File: config.mk
export PLATFORM = sky130hd
export DESIGN_NAME = comparator_bank
export DESIGN_NICKNAME = d
export VERILOG_FILES = /design/src/rtl/comparator_bank.sv
export SDC_FILE = /design/constraint.sdc
export NUM_CORES = 1
export LEC_CHECK = 0
export ABC_AREA = 1
export BUFFER_PORTS_ARGS = -buffer_cell sky130_fd_sc_hd__buf_4
export CELL_PAD_IN_SITES_DETAIL_PLACEMENT = 1
export CELL_PAD_IN_SITES_GLOBAL_PLACEMENT = 1
export CORE_ASPECT_RATIO = 0.75
export CORE_MARGIN = 2
export CORE_UTILIZATION = 42
export DETAILED_ROUTE_END_ITERATION = 8
export GPL_TIMING_DRIVEN = 0
export PLACE_DENSITY = 0.91
export SLEW_MARGIN = 20
export SYNTH_ARGS = -nofsm -noshare
export SYNTH_HDL_FRONTEND = slang
export SYNTH_SLANG_ARGS = --single-unit
File: constraint.sdc
create_clock -name clk_i -period 2.1 [get_ports clk_i]
set_clock_uncertainty 0.2 [all_clocks]
set_input_delay 0.42 -clock clk_i [delete_from_list [all_inputs] [get_ports clk_i]]
set_output_delay 0.42 -clock clk_i [all_outputs]
set_load 0.01 [all_outputs]
File: src/rtl/comparator_bank.sv
// comparator_bank
// NUM_CH compare/operation channels evaluated against one shared timer counter.
// Each channel drives a polarity-adjusted output and its complement.
// Configuration is double-buffered so an update can be deferred to the period end.
// Optional dead-time insertion on the outputs is enabled by defining
// COMP_BANK_DEADTIME_EN. Without it the outputs are combinational from the
// channel state and cfg_deadtime_i is ignored.
module comparator_bank #(
    parameter int NUM_BITS = 16,
    parameter int NUM_CH   = 4,
    parameter int DT_BITS  = 8
) (
    input  logic                       clk_i,
    input  logic                       rstn_i,
    input  logic                       ctrl_active_i,
    input  logic                       ctrl_update_i,
    input  logic                       ctrl_rst_i,
    input  logic                       cfg_sync_update_i,
    input  logic [NUM_CH*NUM_BITS-1:0] cfg_comp_i,
    input  logic [NUM_CH*3-1:0]        cfg_comp_op_i,
    input  logic [NUM_CH-1:0]          cfg_invert_i,
    input  logic [DT_BITS-1:0]         cfg_deadtime_i,
    input  logic                       timer_end_i,
    input  logic                       timer_valid_i,
    input  logic                       timer_sawtooth_i,
    input  logic [NUM_BITS-1:0]        timer_count_i,
    output logic [NUM_CH-1:0]          result_o,
    output logic [NUM_CH-1:0]          result_n_o,
    output logic                       update_pending_o
);

    localparam logic [2:0] OP_SET    = 3'b000;
    localparam logic [2:0] OP_TOGRST = 3'b001;
    localparam logic [2:0] OP_SETRST = 3'b010;
    localparam logic [2:0] OP_TOG    = 3'b011;
    localparam logic [2:0] OP_RST    = 3'b100;
    localparam logic [2:0] OP_TOGSET = 3'b101;
    localparam logic [2:0] OP_RSTSET = 3'b110;
    localparam logic [2:0] OP_HOLD   = 3'b111;

    logic [NUM_BITS-1:0] act_comp [NUM_CH];
    logic [2:0]          act_op   [NUM_CH];
    logic [NUM_BITS-1:0] shd_comp [NUM_CH];
    logic [2:0]          shd_op   [NUM_CH];
    logic                pending;
    logic [NUM_CH-1:0]   r_value;
    logic [NUM_CH-1:0]   is_2nd;
    logic [NUM_CH-1:0]   nxt_value;
    logic [NUM_CH-1:0]   nxt_2nd;
    logic [NUM_CH-1:0]   match;
    logic [NUM_CH-1:0]   p;

    logic state_en;
    logic transfer;
    logic load_now;
    logic defer;

    // A reset of channel state wins over a pending transfer; a request that
    // coincides with a transfer (or a reset) goes straight to the active set.
    assign state_en = timer_valid_i & ctrl_active_i & ~ctrl_rst_i;
    assign transfer = pending & timer_valid_i & timer_end_i & ~ctrl_rst_i;
    assign load_now = ctrl_update_i &
                      (~cfg_sync_update_i | ~ctrl_active_i | ctrl_rst_i | transfer);
    assign defer    = ctrl_update_i & ~load_now;

    // First action of a two-event op.
    function automatic logic first_act(input logic [2:0] op, input logic v);
        case (op)
            OP_TOGRST, OP_TOGSET: first_act = ~v;
            OP_SETRST:            first_act = 1'b1;
            OP_RSTSET:            first_act = 1'b0;
            default:              first_act = v;
        endcase
    endfunction

    // Second action of a two-event op.
    function automatic logic second_act(input logic [2:0] op, input logic v);
        case (op)
            OP_TOGRST, OP_SETRST: second_act = 1'b0;
            OP_TOGSET, OP_RSTSET: second_act = 1'b1;
            default:              second_act = v;
        endcase
    endfunction

    // Per-channel next value from the pre-edge active compare/op registers.
    always_comb begin
        nxt_value = r_value;
        nxt_2nd   = is_2nd;
        match     = '0;
        for (int c = 0; c < NUM_CH; c++) begin
            match[c] = timer_valid_i && (act_comp[c] == timer_count_i);
            case (act_op[c])
                OP_SET: if (match[c]) nxt_value[c] = 1'b1;
                OP_TOG: if (match[c]) nxt_value[c] = ~r_value[c];
                OP_RST: if (match[c]) nxt_value[c] = 1'b0;
                OP_HOLD: nxt_2nd[c] = 1'b0;
                default: begin
                    if (timer_sawtooth_i) begin
                        // Match has priority over the period end.
                        if (match[c])
                            nxt_value[c] = first_act(act_op[c], r_value[c]);
                        else if (timer_end_i)
                            nxt_value[c] = second_act(act_op[c], r_value[c]);
                    end else if (match[c]) begin
                        nxt_value[c] = is_2nd[c] ? second_act(act_op[c], r_value[c])
                                                 : first_act(act_op[c], r_value[c]);
                        nxt_2nd[c]   = ~is_2nd[c];
                    end
                end
            endcase
        end
    end

    // Channel state: value and second-event flag.
    always_ff @(posedge clk_i or negedge rstn_i) begin
        if (!rstn_i) begin
            r_value <= '0;
            is_2nd  <= '0;
        end else if (ctrl_rst_i) begin
            r_value <= '0;
            is_2nd  <= '0;
        end else begin
            if (state_en) begin
                r_value <= nxt_value;
                is_2nd  <= nxt_2nd;
            end
            if (load_now || transfer)
                is_2nd <= '0;
        end
    end

    // Active and shadow configuration banks.
    always_ff @(posedge clk_i or negedge rstn_i) begin
        if (!rstn_i) begin
            for (int c = 0; c < NUM_CH; c++) begin
                act_comp[c] <= '0;
                act_op[c]   <= '0;
                shd_comp[c] <= '0;
                shd_op[c]   <= '0;
            end
        end else begin
            for (int c = 0; c < NUM_CH; c++) begin
                if (load_now) begin
                    act_comp[c] <= cfg_comp_i[c*NUM_BITS +: NUM_BITS];
                    act_op[c]   <= cfg_comp_op_i[c*3 +: 3];
                end else if (transfer) begin
                    act_comp[c] <= shd_comp[c];
                    act_op[c]   <= shd_op[c];
                end
                if (defer) begin
                    shd_comp[c] <= cfg_comp_i[c*NUM_BITS +: NUM_BITS];
                    shd_op[c]   <= cfg_comp_op_i[c*3 +: 3];
                end
            end
        end
    end

    // Pending flag: set by a deferred request, cleared by any load into active.
    always_ff @(posedge clk_i or negedge rstn_i) begin
        if (!rstn_i)
            pending <= 1'b0;
        else if (ctrl_rst_i || load_now)
            pending <= 1'b0;
        else if (defer)
            pending <= 1'b1;
        else if (transfer)
            pending <= 1'b0;
    end

    assign update_pending_o = pending;
    assign p = r_value ^ cfg_invert_i;

`ifdef COMP_BANK_DEADTIME_EN
    logic [NUM_CH-1:0]  p_q;
    logic [NUM_CH-1:0]  res_q;
    logic [NUM_CH-1:0]  res_n_q;
    logic [DT_BITS-1:0] dt_cnt [NUM_CH];

    // Dead-time insertion: on a change of p both outputs go low for
    // cfg_deadtime_i cycles; a further change during the gap restarts it.
    always_ff @(posedge clk_i or negedge rstn_i) begin
        if (!rstn_i) begin
            p_q     <= '0;
            res_q   <= '0;
            res_n_q <= '0;
            for (int c = 0; c < NUM_CH; c++)
                dt_cnt[c] <= '0;
        end else if (ctrl_rst_i) begin
            p_q     <= '0;
            res_q   <= '0;
            res_n_q <= '0;
            for (int c = 0; c < NUM_CH; c++)
                dt_cnt[c] <= '0;
        end else begin
            for (int c = 0; c < NUM_CH; c++) begin
                if (p[c] != p_q[c]) begin
                    p_q[c] <= p[c];
                    if (cfg_deadtime_i == '0) begin
                        res_q[c]   <= p[c];
                        res_n_q[c] <= ~p[c];
                        dt_cnt[c]  <= '0;
                    end else begin
                        res_q[c]   <= 1'b0;
                        res_n_q[c] <= 1'b0;
                        dt_cnt[c]  <= cfg_deadtime_i;
                    end
                end else if (dt_cnt[c] != '0) begin
                    dt_cnt[c] <= dt_cnt[c] - DT_BITS'(1);
                    if (dt_cnt[c] == DT_BITS'(1)) begin
                        res_q[c]   <= p[c];
                        res_n_q[c] <= ~p[c];
                    end
                end else begin
                    res_q[c]   <= p[c];
                    res_n_q[c] <= ~p[c];
                end
            end
        end
    end

    assign result_o   = res_q;
    assign result_n_o = res_n_q;
`else
    logic unused_deadtime;
    assign unused_deadtime = ^cfg_deadtime_i;

    assign result_o   = p;
    assign result_n_o = ~p;
`endif

endmodule

==> impl_metrics.json, run 1 <==
{
  "status": "finished, final reports clean",
  "cts_root_buffer": "clkbuf_16",
  "dieHeight_um": 128,
  "fin_crit_ns": 2.03,
  "synth_enable_flop_cells": 0,
  "yosys_register_bits": 161,
  "post-route-period-util_pct": 96.8,
  "max_freq_mhz": 492,
  "worst_pin_slew_ns": 0.746,
  "power_mw": 8.99,
  "drt_iter0_drc": 846,
  "layout-drive-gt1-share_pct": 14.4,
  "htreeDepth": 4,
  "crit_type": "register to register",
  "leakage_nw": 5.32,
  "dieArea_mm2": 0.0217,
  "core_region_area_mm2": 0.0202,
  "grt_max_degree": 95,
  "syn2layout_area_growth_pct": 23.5,
  "ys_seq_area_share_pct": 46.8,
  "path_clk_slew_ns": 0.07,
  "finalWorstSetupSlack_ns": 0.0669,
  "floorplan.initialDensity_pct": 42.7,
  "clock_sinks": 161,
  "cp-end-kind": "register",
  "clk_latency_ns": 0.45,
  "finalSetupViolCount": 0,
  "drc": 0,
  "yosys.area.top_type": "dfrtp_1",
  "relSlewSlack_pct": 50.2,
  "grt_pass1_wl_um": 50600,
  "drv_slew": 0,
  "synth_ff_type": "dfrtp_1",
  "final_util_pct": 52.7,
  "drtPass1Iterations": 5,
  "grt_pass1_vias": 9113,
  "cts_buffer_depth": 2,
  "netlist_top_cells_count": "nand2_1 (388), inv_1 (191), dfrtp_1 (161), o21ai_0 (87), nor2_1 (71)",
  "vias_per_cell": 5.64,
  "synth_cells": 1146,
  "worst_hold_slack_ns": 0.00399,
  "drv_cap": 0,
  "hold_violations": 0,
  "cts_buffers": 17,
  "routedWlPerCell_um": 21.0,
  "power_density_mw_per_mm2": 846,
  "final_net_count": 1417,
  "hpwl_um": 23600,
  "peakVddDrop_v": 0.000402,
  "required_ns": 2.18,
  "syn_area_mm2": 0.00860,
  "vias": 8853,
  "synth_warnings": 0,
  "ios": 122,
  "synthTopCellsByArea": "dfrtp_1 (47%), nand2_1 (17%), inv_1 (8.3%)",
  "rows": 45,
  "place.gp.congestion": 0.918,
  "die_w_um": 169,
  "antenna_found_initial": 0,
  "cts_tree": "done",
  "syn_area_per_cell_um2": 7.51,
  "design_area_mm2": 0.0106,
  "async_flop_share_pct": 100,
  "synth_most_common_cell": "nand2_1",
  "drt-total-wl_um": 33100,
  "hp-class": "primary input to register",
  "ant_nets": 0,
  "synth.distinct_cells": 31,
  "worstPathArrival_ns": 2.12,
  "antenna_cells": 0,
  "cp_max_fo": 10,
  "grt.total_usage_pct": 31.1,
  "synth_top_area_share_pct": 46.8,
  "io_buffers": 110,
  "pre_cts_slack_ns": -0.286,
  "placed_area_mm2": 0.00982,
  "syn_nets": 1263,
  "grt.overflow.total": 0,
  "startpoint_type": "register"
}
==> metrics by stage <==
step	setup TNS (ns)	cells
final	0	1571
after global routing	-0.00715	1571
after CTS	-0.0285	1569
after detailed placement	-19.90	1516
after global placement	-95.93	1514
after floorplan	0	1146
==> critical path, stage by stage (launching register included) <==
cell	delay [ns]
dfrtp_1	0.44
nand4_4	0.14
nand2_2	0.12
nand2_2	0.07
nand2_2	0.11
clkbuf_4	0.28
buf_2	0.31
o221ai_1	0.20
==> cell usage in the layout (no fill, tap or decap), types with 15 or more instances in the layout <==
master / netlist / routed
nand3_1: 24 / 24
o21ai_0: 87 / 87
clkbuf_1: 15 / 15
buf_2: 24 / 23
nand4_1: 19 / 19
nand2_1: 388 / 388
buf_4: 0 / 112
nor2_1: 71 / 71
dfrtp_1: 161 / 161
o221ai_1: 61 / 61
dlygate4sd3_1: 0 / 21
clkbuf_16: 0 / 17
xnor2_1: 15 / 15
o211ai_1: 19 / 19
inv_1: 191 / 191
==> where the power goes <==
group	internal (mW)	switching, mW
sequential	3.59	0.274
combinational	0.741	1.26
clock	1.68	1.44
==> flip-flops by register name, summed over array words and instances, names as in the netlist <==
register / count
act_comp: 64
act_op: 12
is_2nd: 4
r_value: 4
shd_comp: 64
shd_op: 12
update_pending_o: 1
==> cell families after synthesis <==
group	after synthesis	synth area share, %
buf+inv	238	11.0
fa+ha+maj	4	0.582
flops	161	46.8
xor+xnor	15	1.53
simple gates	533	25.3
compound gates	195	14.8
==> routing by layer <==
layer,GRT usage [%],vias up,wire length (µm)
met1,42.1,4415,14400
met3,6.98,92,2590
met4,13.4,0,1260
met5,0,-,0
li1,-,3980,-
met2,48.5,366,14800
==> final timing paths <==
path                             startpoint            to  slack (ns)  depth (start not counted)
setup / recovery           update_pending_o     act_op[6]        0.07                          7
hold / removal               cfg_comp_i[26]  shd_comp[42]       0.004                          3
setup reg to reg           update_pending_o     act_op[6]        0.07                          7
hold reg to reg                   shd_op[8]     shd_op[8]        0.33                          2
max in group asynchronous            rstn_i   shd_comp[0]        0.57                          4
min in group asynchronous            rstn_i  act_comp[42]        0.40                          3
==> layout make-up <==
class	instances	area [µm²]
inverter	193	729
fill	2511	9530
multi-input combinational	747	3640
buffer	45	229
clock buffer	18	439
tap	258	323
sequential	161	4030
clock inverter	14	129
timing repair buffer	135	1110
==> what timing repair did <==
action,4_1_cts,5_1_grt
gates resized for setup,4,5
hold buffers,21,0
setup buffers,0,2
hold endpoints to repair,116,0
pin swaps,0,1
endpoints found under the setup margin,88,77
Note: power is estimated with default switching activity, not from simulation.
==> run 2, diff against run 1 <==
MAX_ROUTING_LAYER = met4   (was unset)
==> run 2 against run 1 <==
Critical path depth did not move. Setup slack got worse by 0.043 ns. Clock power shrank 3%. Sequential power barely moved. Total power is 1.2% lower. First-iteration DRC count up 1.4%. Final cell count down 0.32%. Critical endpoint is now shd_comp[53]. Largest power group unchanged.
==> impl_metrics.json, run 2 (synthesis gave the netlist of run 1 again) <==
{
  "crit_chain": "nand4_4 > nand2_2 > nor2_4 > buf_4 > buf_2 > nand2_1 > o21ai_0",
  "core_region_area_mm2": 0.0202,
  "pre_cts_slack_ns": -0.287,
  "leakage_nw": 5.30,
  "ant_nets": 0,
  "dp.cells": 1515,
  "power_density_mw_per_mm2": 841,
  "r2r_setup_slack_ns": 0.02,
  "antenna_found_initial": 0,
  "cp_slowest_cell": "dfrtp_1",
  "routedWlPerCell_um": 21.1,
  "drt_iter0_drc": 858,
  "fin_crit_ns": 2.08,
  "die_w_um": 169,
  "hpwl_um": 23800,
  "clock_sinks": 161,
  "cts_root_buffer": "clkbuf_16",
  "hold_violations": 0,
  "r2r_cells": 7,
  "grt_max_degree": 86,
  "relSlewSlack_pct": 54.6,
  "final_util_pct": 52.4,
  "clk_latency_ns": 0.44,
  "grt_pass1_wl_um": 50500,
  "mostFrequentLayoutCell": "nand2_1",
  "rsz0062_at_grt": "false",
  "final_net_count": 1414,
  "floorplan.initialDensity_pct": 42.7,
  "holdPathStages": 3,
  "cts_tree": "done",
  "crit_type": "register to register",
  "finalSetupViolCount": 0,
  "peakVddDrop_v": 0.000634,
  "cts_buffers": 17,
  "max_freq_mhz": 482,
  "grt.total_usage_pct": 32.1,
  "instances_no_fill": 1566,
  "worst_hold_slack_ns": 0.00422,
  "largest_registers": "act_comp x64, shd_comp x64",
  "hp-class": "primary input to register",
  "drtPass1Iterations": 6,
  "cp_max_fo": 10,
  "dieHeight_um": 128,
  "post-route-period-util_pct": 98.9,
  "ios": 122,
  "drv_slew": 0,
  "htreeDepth": 4,
  "cts_buffer_depth": 2,
  "cp-end-kind": "register",
  "startpoint_type": "register",
  "grt_pass1_vias": 9004,
  "rows": 45,
  "path_clk_slew_ns": 0.07,
  "slowest_delay_ns": 0.44,
  "vias": 8854,
  "worst_pin_slew_ns": 0.680,
  "nFillCells": 2563,
  "status": "finished, final reports clean",
  "drv_cap": 0,
  "dieArea_mm2": 0.0217,
  "finalWorstSetupSlack_ns": 0.0238,
  "final_cell_mix": "nand2_1 (388), inv_1 (189), dfrtp_1 (161)",
  "io_buffers": 110,
  "antenna_cells": 0,
  "worstPathArrival_ns": 2.20,
  "grt.overflow.total": 0,
  "required_ns": 2.23,
  "syn2layout_area_growth_pct": 22.7,
  "vias_per_cell": 5.65,
  "drc": 0,
  "layout-drive-gt1-share_pct": 14.4,
  "fin_tns_setup_ns": 0,
  "drt-total-wl_um": 33100,
  "place.gp.congestion": 0.951
}
[run 2: changes by cell type in the layout (fill, tap and decap cells not counted), moves of 2 or more]
cell           previous run  this run
buf_4                   112       114
inv_6                     5         1
clkbuf_2                  1         3
inv_1                   191       189
dlygate4sd3_1            21        18
inv_2                     1         3
[run 2: worst max-delay path, delay by kind of cell (launching register included)]
kind / cells / cell delay, ns
and+or+nand+nor: 4 / 0.57
DFF: 1 / 0.44
AOI/OAI and AO/OA: 1 / 0.13
buffers and inverters: 2 / 0.62
[run 2: final cells by class]
cell class / count / area [µm²] / area share (%)
Multi-Input combinational cell: 747 / 3640 / 34.4
Timing Repair Buffer: 132 / 1060 / 10.1
Buffer: 45 / 234 / 2.22
Sequential cell: 161 / 4030 / 38.2
Clock inverter: 9 / 85.1 / 0.806
Tap cell: 258 / 323 / 3.06
Inverter: 193 / 729 / 6.91
Clock buffer: 21 / 460 / 4.36
[run 2: path summary, 6_finish.rpt]
| kind | from | endpoint |
|---|---|---|
| max | update_pending_o | shd_comp[53] |
| min | cfg_comp_i[43] | act_comp[27] |
| min in group asynchronous | rstn_i | shd_comp[43] |
| max reg2reg | update_pending_o | shd_comp[53] |
| max in group asynchronous | rstn_i | shd_comp[1] |
| min reg2reg | shd_op[8] | shd_op[8] |
[run 2: power by group]
part | internal, mW | switching (mW) | leakage (nW)
combinational | 0.733 | 1.25 | 3.06
clock | 1.68 | 1.34 | 0.261
sequential | 3.59 | 0.285 | 1.98
total | 6.00 | 2.88 | 5.30
[run 2: layer usage]
metal / global-route usage [%] / vias to the layer above / wire length, µm / part of all wire (%)
li1: - / 3981 / - / -
met1: 42.8 / 4420 / 14700 / 44
met2: 48.8 / 378 / 15000 / 45
met3: 6.64 / 75 / 2490 / 7.5
met4: 11.5 / 0 / 903 / 2.7
met5: - / - / 0 / 0
[run 2: repair_timing]
| action | CTS | global route |
|---|---|---|
| hold buffers | 18 | 0 |
| buffers inserted | 0 | 3 |
| endpoints found under the hold margin | 95 | 0 |
| resized for setup | 5 | 11 |
| gates cloned | 0 | 0 |
| pin swaps | 0 | 1 |
| setup endpoints to repair | 80 | 60 |
[run 2: stage by stage]
stage / instance area (µm²) / power [mW]
2_1_floorplan: 8600 / 4.94
3_3_place_gp: 9750 / 5.67
3_5_place_dp: 9790 / 5.80
4_1_cts: 10500 / 8.84
5_1_grt: 10600 / 9.27
6_report: 10600 / 8.88
==> run 3, diff against run 2 <==
ABC_AREA = unset   (was 1)
CORE_UTILIZATION = 45   (was 42)
==> run 3 against run 2 <==
Critical endpoint is now r_value[2]. Global-route usage increased by 0.36 points. Synthesized area decreased by 3.9%. The run now ends with design-rule violations, negative hold slack, negative setup slack left. Final cell count decreased by 26%. Clock power increased by 11%.
==> impl_metrics.json, run 3 <==
{
  "grt_pass1_vias": 7792,
  "yosys_register_bits": 161,
  "peakVddDrop_v": 0.000533,
  "drv_cap": 0,
  "syn2layout_area_growth_pct": 26.6,
  "finalWorstSetupSlack_ns": -0.175,
  "path_clk_slew_ns": 0.08,
  "syn_area_mm2": 0.00827,
  "drt-total-wl_um": 31600,
  "grt.total_usage_pct": 32.4,
  "drc": 2,
  "ios": 122,
  "rows": 42,
  "crit_type": "register to register",
  "startpoint_type": "register",
  "clk_latency_ns": 0.45,
  "r2r-start": "act_comp[17]",
  "use_met2_pct": 51.1,
  "slowest_delay_ns": 0.47,
  "yosys.area.top_type": "dfrtp_1",
  "met3_usage_pct": 7.83,
  "top_usage_layer": "met2",
  "grt.overflow.total": 0,
  "die_w_um": 161,
  "hold_violations": 1,
  "ant_nets": 0,
  "r2r_setup_slack_ns": -0.18,
  "floorplan.initialDensity_pct": 46.4,
  "violations": "design-rule violations, negative hold slack, negative setup slack",
  "ys_seq_area_share_pct": 48.7,
  "power_density_mw_per_mm2": 884,
  "rsz0062_at_grt": "true",
  "synth_warnings": 0,
  "drt_iter0_drc": 957,
  "vias_per_cell": 6.36,
  "status": "finished with violations",
  "cts_tree": "done",
  "leakage_nw": 4.80,
  "final_net_count": 1018,
  "routedWlPerCell_um": 27.3,
  "grt_max_degree": 82,
  "required_ns": 2.24,
  "drv_slew": 0,
  "synth_enable_flop_cells": 0,
  "cts_buffer_depth": 2,
  "cp_max_fo": 4,
  "worst_hold_slack_ns": -0.00111,
  "grtUsageMet1_pct": 40.4,
  "finalSetupViolCount": 16,
  "crit_chain": "xnor2_1 > nand4_1 > nor4_4 > buf_4 > nand3_1 > o211ai_1 > mux2_2",
  "fin_tns_setup_ns": -0.785,
  "antenna_found_initial": 1,
  "synthTopCellsByArea": "dfrtp_1 (49%), mux2_1 (7.6%), xnor2_1 (6.9%)",
  "cp_slowest_cell": "dfrtp_1",
  "hp-class": "primary input to register",
  "hpwl_um": 19600,
  "async_flop_share_pct": 100,
  "r2r_end": "r_value[2]",
  "clock_sinks": 161,
  "htreeDepth": 4,
  "synth_cells": 758,
  "seq_area_mm2": 0.00403,
  "worstPathArrival_ns": 2.41,
  "nFillCells": 1876,
  "max_freq_mhz": 439,
  "place.gp.congestion": 0.938,
  "r2r_cells": 7,
  "final_cell_mix": "dfrtp_1 (159), buf_4 (128), nand2_1 (93)",
  "vias": 7354,
  "relSlewSlack_pct": 56.5,
  "holdPathStages": 2,
  "worst_pin_slew_ns": 0.653,
  "syn_nets": 875,
  "post-route-period-util_pct": 108,
  "core_region_area_mm2": 0.0178,
  "grt_pass1_wl_um": 46000,
  "largest_registers": "act_comp x64, shd_comp x64",
  "cts_buffers": 17,
  "fin_crit_ns": 2.28,
  "io_buffers": 100,
  "synth.distinct_cells": 51,
  "cp-end-kind": "register",
  "cts_root_buffer": "clkbuf_16",
  "netlist_top_cells_count": "dfrtp_1 (161), nand2_1 (94), xnor2_1 (65), mux2_1 (56), inv_1 (47)",
  "layout-drive-gt1-share_pct": 28.6,
  "multi_input_area_mm2": 0.00394,
  "worstHoldStart": "cfg_comp_i[31]",
  "dieArea_mm2": 0.0195,
  "synth_top_area_share_pct": 48.7,
  "mostFrequentLayoutCell": "dfrtp_1",
  "synth_most_common_cell": "dfrtp_1",
  "dieHeight_um": 121,
  "synth_ff_type": "dfrtp_1",
  "whs_endpoint": "shd_comp[47]",
  "syn_area_per_cell_um2": 10.9,
  "drtPass1Iterations": 9
}
==> run 3: cell types whose count changed in the layout (fill, tap and decap cells not counted), sizes merged, moves of 36 or more <==
cell    before  now
nand2      393   95
inv        193   50
mux2         0   78
o21ai       96   18
o221ai      61    0
nor2        72   14
xnor2       15   65
a221o        0   36
==> run 3: cell type report <==
class | instances | share of cell area [%]
Antenna cell | 1 | 0.0239
Buffer | 58 | 3.82
Clock buffer | 17 | 4.06
Clock inverter | 15 | 1.77
Inverter | 48 | 1.72
Multi-Input combinational cell | 487 | 37.6
Sequential cell | 161 | 38.5
Tap cell | 242 | 2.89
Timing Repair Buffer | 128 | 9.57
==> run 3: how the worst max path moves through the flow <==
stage / from / end / slack (ns) / depth (start not counted)
CTS: act_comp[44] / r_value[1] / -0.08 / 6
finish: act_comp[17] / r_value[2] / -0.18 / 7
detailed placement: ctrl_rst_i / is_2nd[2] / -0.44 / 7
global route: act_comp[17] / r_value[2] / -0.25 / 7
global placement: rstn_i / shd_op[1] / -0.46 / 1
floorplan: ctrl_rst_i / shd_comp[54] / 0.01 / 9
==> run 3: cells by family after synthesis <==
logic type / count (synthesis) / synth area share [%]
AND/OR/NAND/NOR: 166 / 9.62
AO/OA/AOI/OAI: 161 / 15.0
flip-flops: 161 / 48.7
buffers and inverters: 110 / 6.26
multiplexers: 79 / 11.7
XOR/XNOR: 77 / 8.16
adder cells (fa/ha/maj): 4 / 0.605
==> run 3: worst max-delay path, delay by kind of cell, from the launching register on <==
kind / cells / cell delay [ns]
buffers and inverters: 1 / 0.18
and+or+nand+nor: 3 / 0.55
DFF: 1 / 0.47
AOI/OAI and AO/OA: 1 / 0.14
muxes: 1 / 0.35
xor gates and xnor gates: 1 / 0.26
==> run 3: where the power goes <==
part           total (mW)  leakage, nW  switching [mW]  internal, mW
Combinational        1.84         2.56           0.938         0.901
Clock                3.36        0.282            1.47          1.88
Sequential           4.06         1.96           0.453          3.61
Total                9.25         4.80            2.86          6.39
==> run 3: repair_timing <==
action	4_1_cts	5_1_grt
pin swaps	20	24
hold buffers	4	0
hold endpoints to repair	83	0
setup endpoints to repair	156	116
gates resized for setup	37	48
setup buffers	8	15
==> run 3: stage by stage <==
step	setup WS (ns)	util, %	power (mW)	cells	area (µm²)
3_3_place_gp	-0.462	52.4	5.48	1100	9340
6_report	-0.175	58.8	9.25	1157	10500
3_5_place_dp	-0.435	52.6	5.66	1101	9370
4_1_cts	-0.0787	57.4	9.04	1143	10200
5_1_grt	-0.253	58.8	9.55	1157	10500
2_1_floorplan	0.0131	-	4.95	758	8290
==> run 3: per-layer routing <==
layer / up-vias / wire (µm)
met1: 3738 / 12300
met4: 0 / 1840
met5: - / 0
met2: 447 / 14800
met3: 143 / 2590
li1: 3026 / -
